--- src/rtl/base64_pkg.sv ---
// Shared Base64 decoder types, character constants and the ASCII-to-index mapping.
package base64_pkg;

  typedef enum logic [1:0] {
    StCollect = 2'd0,
    StEmit    = 2'd1,
    StErr     = 2'd2
  } state_e;

  localparam logic [7:0] PAD_CHAR   = 8'h3D;
  localparam logic [7:0] CHAR_PLUS  = 8'h2B;
  localparam logic [7:0] CHAR_SLASH = 8'h2F;
  localparam logic [7:0] CHAR_SPACE = 8'h20;
  localparam logic [7:0] CHAR_CR    = 8'h0D;
  localparam logic [7:0] CHAR_LF    = 8'h0A;
  localparam logic [7:0] CHAR_TAB   = 8'h09;

  typedef struct packed {
    logic       is_data;
    logic       is_pad;
    logic       is_ws;
    logic [5:0] idx;
  } char_info_t;

  function automatic char_info_t map_char(input logic [7:0] c, input logic skip_ws);
    char_info_t r;
    r = '0;
    if (c >= 8'h41 && c <= 8'h5A) begin
      r.is_data = 1'b1;
      r.idx     = 6'(c - 8'h41);
    end else if (c >= 8'h61 && c <= 8'h7A) begin
      // 'a' (0x61) maps to 26
      r.is_data = 1'b1;
      r.idx     = 6'(c - 8'h47);
    end else if (c >= 8'h30 && c <= 8'h39) begin
      // '0' (0x30) maps to 52
      r.is_data = 1'b1;
      r.idx     = 6'(c + 8'h04);
    end else if (c == CHAR_PLUS) begin
      r.is_data = 1'b1;
      r.idx     = 6'd62;
    end else if (c == CHAR_SLASH) begin
      r.is_data = 1'b1;
      r.idx     = 6'd63;
    end else if (c == PAD_CHAR) begin
      r.is_pad = 1'b1;
    end else if (skip_ws &&
                 (c == CHAR_SPACE || c == CHAR_CR || c == CHAR_LF || c == CHAR_TAB)) begin
      r.is_ws = 1'b1;
    end
    return r;
  endfunction

endpackage

--- src/rtl/base64_char_map.sv ---
// Combinational ASCII classifier: splits a character into data/pad/whitespace and its index.
module base64_char_map
  import base64_pkg::*;
#(
  parameter int unsigned SKIP_WS = 1
) (
  input  logic [7:0] char_i,
  output logic       is_data_o,
  output logic       is_pad_o,
  output logic       is_ws_o,
  output logic [5:0] idx_o
);

  char_info_t info;

  always_comb begin
    info      = map_char(char_i, (SKIP_WS != 0));
    is_data_o = info.is_data;
    is_pad_o  = info.is_pad;
    is_ws_o   = info.is_ws;
    idx_o     = info.idx;
  end

endmodule

--- src/rtl/base64_decoder.sv ---
// Streaming Base64 decoder: packs four 6-bit indices into a quantum and emits 1-3 bytes.
module base64_decoder
  import base64_pkg::*;
#(
  parameter int unsigned SKIP_WS = 1,
  parameter int unsigned CNT_W   = 16
) (
  input  logic             ctrl_i,
  input  logic             rst_ni,
  input  logic             in_valid_i,
  input  logic [7:0]       in_char_i,
  output logic             in_ready_o,
  output logic             out_valid_o,
  output logic [7:0]       out_byte_o,
  input  logic             out_ready_i,
  output logic             err_o,
  output logic [CNT_W-1:0] out_count_o
);

  state_e             state_q, state_d;
  logic [1:0]         pos_q, pos_d;
  logic [1:0]         pads_q, pads_d;
  logic [23:0]        quantum_q, quantum_d;
  logic [1:0]         nbytes_q, nbytes_d;
  logic [1:0]         byte_sel_q, byte_sel_d;
  logic               out_valid_q, out_valid_d;
  logic [7:0]         out_byte_q, out_byte_d;
  logic               err_q, err_d;
  logic [CNT_W-1:0]   out_count_q, out_count_d;

  logic               is_data, is_pad, is_ws;
  logic [5:0]         idx;
  logic [5:0]         slot;
  logic               accept_slot;
  logic               goto_err;

  base64_char_map #(
    .SKIP_WS (SKIP_WS)
  ) u_char_map (
    .char_i    (in_char_i),
    .is_data_o (is_data),
    .is_pad_o  (is_pad),
    .is_ws_o   (is_ws),
    .idx_o     (idx)
  );

  always_comb begin
    state_d     = state_q;
    pos_d       = pos_q;
    pads_d      = pads_q;
    quantum_d   = quantum_q;
    nbytes_d    = nbytes_q;
    byte_sel_d  = byte_sel_q;
    out_valid_d = out_valid_q;
    out_byte_d  = out_byte_q;
    err_d       = err_q;
    out_count_d = out_count_q;
    slot        = 6'd0;
    accept_slot = 1'b0;
    goto_err    = 1'b0;

    case (state_q)
      StCollect: begin
        if (in_valid_i && !is_ws) begin
          if (is_data && pads_q == 2'd0) begin
            slot        = idx;
            accept_slot = 1'b1;
          end else if (is_pad && pos_q >= 2'd2) begin
            accept_slot = 1'b1;
            pads_d      = pads_q + 2'd1;
          end else begin
            goto_err = 1'b1;
          end
        end

        if (accept_slot) begin
          case (pos_q)
            2'd0:    quantum_d[23:18] = slot;
            2'd1:    quantum_d[17:12] = slot;
            2'd2:    quantum_d[11:6]  = slot;
            default: quantum_d[5:0]   = slot;
          endcase
          pos_d = pos_q + 2'd1;
          if (pos_q == 2'd3) begin
            state_d     = StEmit;
            out_valid_d = 1'b1;
            out_byte_d  = quantum_d[23:16];
            nbytes_d    = 2'd3 - pads_d;
            byte_sel_d  = 2'd0;
          end
        end

        if (goto_err) begin
          state_d   = StErr;
          err_d     = 1'b1;
          quantum_d = 24'd0;
          pos_d     = 2'd0;
          pads_d    = 2'd0;
        end
      end

      StEmit: begin
        if (out_ready_i) begin
          out_count_d = out_count_q + CNT_W'(1);
          if (byte_sel_q == nbytes_q - 2'd1) begin
            state_d     = StCollect;
            out_valid_d = 1'b0;
            pos_d       = 2'd0;
            pads_d      = 2'd0;
            quantum_d   = 24'd0;
          end else begin
            byte_sel_d = byte_sel_q + 2'd1;
            out_byte_d = (byte_sel_q == 2'd0) ? quantum_q[15:8] : quantum_q[7:0];
          end
        end
      end

      // StErr: drain input forever; only reset leaves this state
      default: begin
        out_valid_d = 1'b0;
        err_d       = 1'b1;
      end
    endcase
  end

  always_ff @(posedge ctrl_i or negedge rst_ni) begin
    if (!rst_ni) begin
      state_q     <= StCollect;
      pos_q       <= 2'd0;
      pads_q      <= 2'd0;
      quantum_q   <= 24'd0;
      nbytes_q    <= 2'd0;
      byte_sel_q  <= 2'd0;
      out_valid_q <= 1'b0;
      out_byte_q  <= 8'd0;
      err_q       <= 1'b0;
      out_count_q <= '0;
    end else begin
      state_q     <= state_d;
      pos_q       <= pos_d;
      pads_q      <= pads_d;
      quantum_q   <= quantum_d;
      nbytes_q    <= nbytes_d;
      byte_sel_q  <= byte_sel_d;
      out_valid_q <= out_valid_d;
      out_byte_q  <= out_byte_d;
      err_q       <= err_d;
      out_count_q <= out_count_d;
    end
  end

  assign in_ready_o  = (state_q != StEmit);
  assign out_valid_o = out_valid_q;
  assign out_byte_o  = out_byte_q;
  assign err_o       = err_q;
  assign out_count_o = out_count_q;

endmodule

--- config.mk ---
export PLATFORM = sky130hd
export DESIGN_NAME = base64_decoder
export DESIGN_NICKNAME = d
export VERILOG_FILES = /design/src/rtl/base64_pkg.sv /design/src/rtl/base64_char_map.sv /design/src/rtl/base64_decoder.sv
export SDC_FILE = /design/constraint.sdc
export NUM_CORES = 1
export LEC_CHECK = 0
export BUFFER_PORTS_ARGS = -buffer_cell sky130_fd_sc_hd__buf_2
export CAP_MARGIN = 40
export CORE_ASPECT_RATIO = 1.25
export CORE_MARGIN = 2
export CORE_UTILIZATION = 55
export CTS_BUF_LIST = sky130_fd_sc_hd__clkbuf_8
export CTS_CLUSTER_DIAMETER = 40
export DETAILED_ROUTE_END_ITERATION = 12
export PLACE_DENSITY = 0.76
export SKIP_LAST_GASP = 1
export SLEW_MARGIN = 20
export SYNTH_ARGS = -nofsm -noshare
export SYNTH_HDL_FRONTEND = slang
export SYNTH_SLANG_ARGS = --single-unit
export TNS_END_PERCENT = 10
--- constraint.sdc ---
create_clock -name ctrl_i -period 2.9 [get_ports ctrl_i]
set_clock_uncertainty 0.2 [all_clocks]
set_input_delay 0 -clock ctrl_i [delete_from_list [all_inputs] [get_ports ctrl_i]]
set_output_delay 0 -clock ctrl_i [all_outputs]
set_load 0.05 [all_outputs]
==> results by group <==
Finish
  • Most common cell after layout, fill and taps aside: dfrtp_1
  • Layout area overhead: 15.4%
  • Layout cell share with drive strength beyond 1: 0.202
  • Most frequent cells in the layout: 60 x dfrtp_1, 38 x buf_2, 32 x nand2_1
  • Nets: 431
  • ANT cells: 0

Global routing
  • Global route overflow: 0
  • Vias in the first global route: 2740
  • Initial antenna violation count: 0
  • GRT Total Usage: 0.248
  • First-pass GRT wire length: around 13000 um
  • Pin count of the biggest net entering global routing: 40

Worst setup path
  • Setup crit end: quantum_q[8]
  • Critical Path Fanout Max: 8
  • Cell breakdown of the critical path: inv_1, ha_1, o211ai_1, nand3_1, nor3_1, or3_1, o21ai_4, mux2_1
  • Slowest-stage cell, CP: or3_1
  • Worst R2R End: quantum_q[8]
  • R2R setup slack: 300 ps
  • Buf+Inv Stages, Crit Path: 1
  • Critical Path Source: pos_q[0]
  • Setup Crit Path Kind: reg2reg
  • Worst EP arrival: about 2600 ps
  • Startpoint Class: flop
  • Crit. path cell count: 8
  • Worst endpoint required time: between 2000 and 3000 ps
  • Critical Path End Type: flop
  • Crit-path max cell delay: 490 ps
  • Crit path max-delay family: simple AND/OR/NAND/NOR gates
  • Reg2Reg Launch Point: pos_q[0]
  • Reg2Reg Depth: 8

Placed design
  • IO Port Bufs: 38
  • Detailed Place HPWL: 6000 um
  • RD Place Congestion: around 0.94

Job
  • Max-cap check violation count: 0

Synth
  • Main synth FF type: dfrtp_1
  • Synth Warn #: 0
  • Mean Syn Cell Area: roughly 10 um2
  • Yosys reg bits: 60
  • Net Count, Synth: 379
  • Cell area after synthesis: around 0.0035 mm2
  • Ys async rst share: 1.00
  • EDFF count, synth: 0
  • Cell taking the most area after synthesis: dfrtp_1
  • Post-synthesis sequential area ratio: 0.431
  • Share of the synthesized area in the top cell type: 0.431
  • Syn Inst Count: 349
  • Synth top area cells: dfrtp_1 43%, ha_1 6.5%, o2bb2ai_1 4.3%
  • Synth cell types: 56

Floorplanning
  • Initial Util: 0.565
  • DIE AREA: 0.00699 mm2
  • Site Rows: 32
  • Die H: 93.0 um
  • Ports: 39
  • Die width: approximately 75 um
  • Placeable Area: just over 0.006 mm2

Detailed routing
  • 1st-iter DRT viols: around 210
  • Number of vias per cell: 5.68
  • WL per Instance: between 15 and 20 um
  • DRT antenna net count: 0
  • First drt pass iteration count: 4
  • Via count: 2785
  • Routed WL: 7870 um
  • Residual DRC: 0

STA
  • Slew Limit Fails: 0
  • WHS: 75.5 ps
  • Relative slew slack: 0.511
  • Fin crit period: 2600 ps
  • Peak Freq: 385 MHz
  • Final Cycle Share: 0.897
  • Setup TNS: 0 ps
  • Final setup vio count: 0
  • RSZ-0062 raised after global routing: false
  • Worst-Margin Slew: roughly 730 ps
  • Final hold vios: 0

Clocking
  • Clk slew on worst S/H paths: 70 ps
  • CTS Buffer Depth: 2
  • H-tree Lvls: 3
  • Cts repair resizes: 0
  • Clk Latency, worst-skew pair: 330 ps
  • # hold bufs at CTS: 4
  • Sink Count: 60
  • CTS tree: built
  • Post-CTS Setup Bufs: 0
  • CTS buffer count: 9
  • Clock tree root driver cell: clkbuf_8

Min path
  • HP Class: in2async

Power and ir drop
  • Cell Pwr Density: ~420 mW/mm2
  • Leak: 0.00182 uW
  • Maximum vdd drop: between 0.15 and 0.2 mV

Run status
  • Status: completed
-- flip-flops by register name (all words and copies together), names as in the netlist --
| signal | flops |
|---|---|
| pos_q | 2 |
| quantum_q | 24 |
| byte_sel_q | 2 |
| state_q | 2 |
| out_valid_o | 1 |
| out_byte_o | 8 |
| err_o | 1 |
| nbytes_q | 2 |
| pads_q | 2 |
| out_count_o | 16 |
-- layer usage --
layer  track usage  part of all wire  up-vias
met2         0.409              0.51       71
met4         0.113             0.030        0
li1              -                 -     1361
met1         0.316              0.43     1332
met3        0.0366             0.031       21
met5             0                 0        -
-- logic make-up after synthesis --
logic type	after synthesis	share of synthesized area
multiplexers	17	0.0513
XOR/XNOR	21	0.0528
buffers and inverters	28	0.0352
flip-flops	60	0.431
adder cells (fa/ha/maj)	18	0.0646
AND/OR/NAND/NOR	106	0.160
AO/OA/AOI/OAI	99	0.205
-- synthesized netlist by cell type, types with 6 or more instances --
cell       count
ha_1          18
xnor2_1       16
a31oi_1        6
and3_1         6
inv_1         17
clkbuf_1       7
a22o_1         7
o21ai_0       23
nand2_1       32
dfrtp_1       60
nand3_1       11
nor2_1        16
mux2i_1       10
nor3_1         6
o2bb2ai_1     17
a21oi_1       13
-- through the flow --
stage          setup WS (ps)  instances  cell area [um2]  power, uW  utilization
5_1_grt                 66.3        490             4020       1740        0.652
3_5_place_dp             116        470             3790       1020        0.615
3_3_place_gp             237        470             3790       1020        0.615
2_1_floorplan            450        349             3490        957            -
6_report                 300        490             4020       1680        0.652
4_1_cts                  280        489             4010       1690        0.650
-- worst min path at each step --
stage,startpoint,endpoint,slack [ps],depth (start not counted)
final,rst_ni,quantum_q[8],80,3
after global placement,rst_ni,out_byte_o[0],-210,1
after detailed placement,rst_ni,out_byte_o[1],-210,1
after CTS,rst_ni,quantum_q[8],90,3
after global routing,rst_ni,quantum_q[8],130,3
after floorplan,rst_ni,byte_sel_q[0],-500,0
-- worst min-delay path: stages --
cell	delay (ps)
dlygate4sd3_1	520
buf_2	110
buf_4	410
-- report_power, final --
group	leakage, uW	switching, uW	internal [uW]
clock network	0.0000872	322	348
logic	0.000922	99.3	58.6
registers	0.000811	5.77	845
total	0.00182	427	1250
-- cell type report --
cell class / instances / area, um2
Fill cell: 528 / 2140
Timing Repair Buffer: 52 / 313
Tap cell: 85 / 106
Multi-Input combinational cell: 261 / 1860
Inverter: 17 / 63.8
Sequential cell: 60 / 1500
Clock buffer: 11 / 151
Clock inverter: 4 / 25.0
Power figures use the tool's default switching activity.
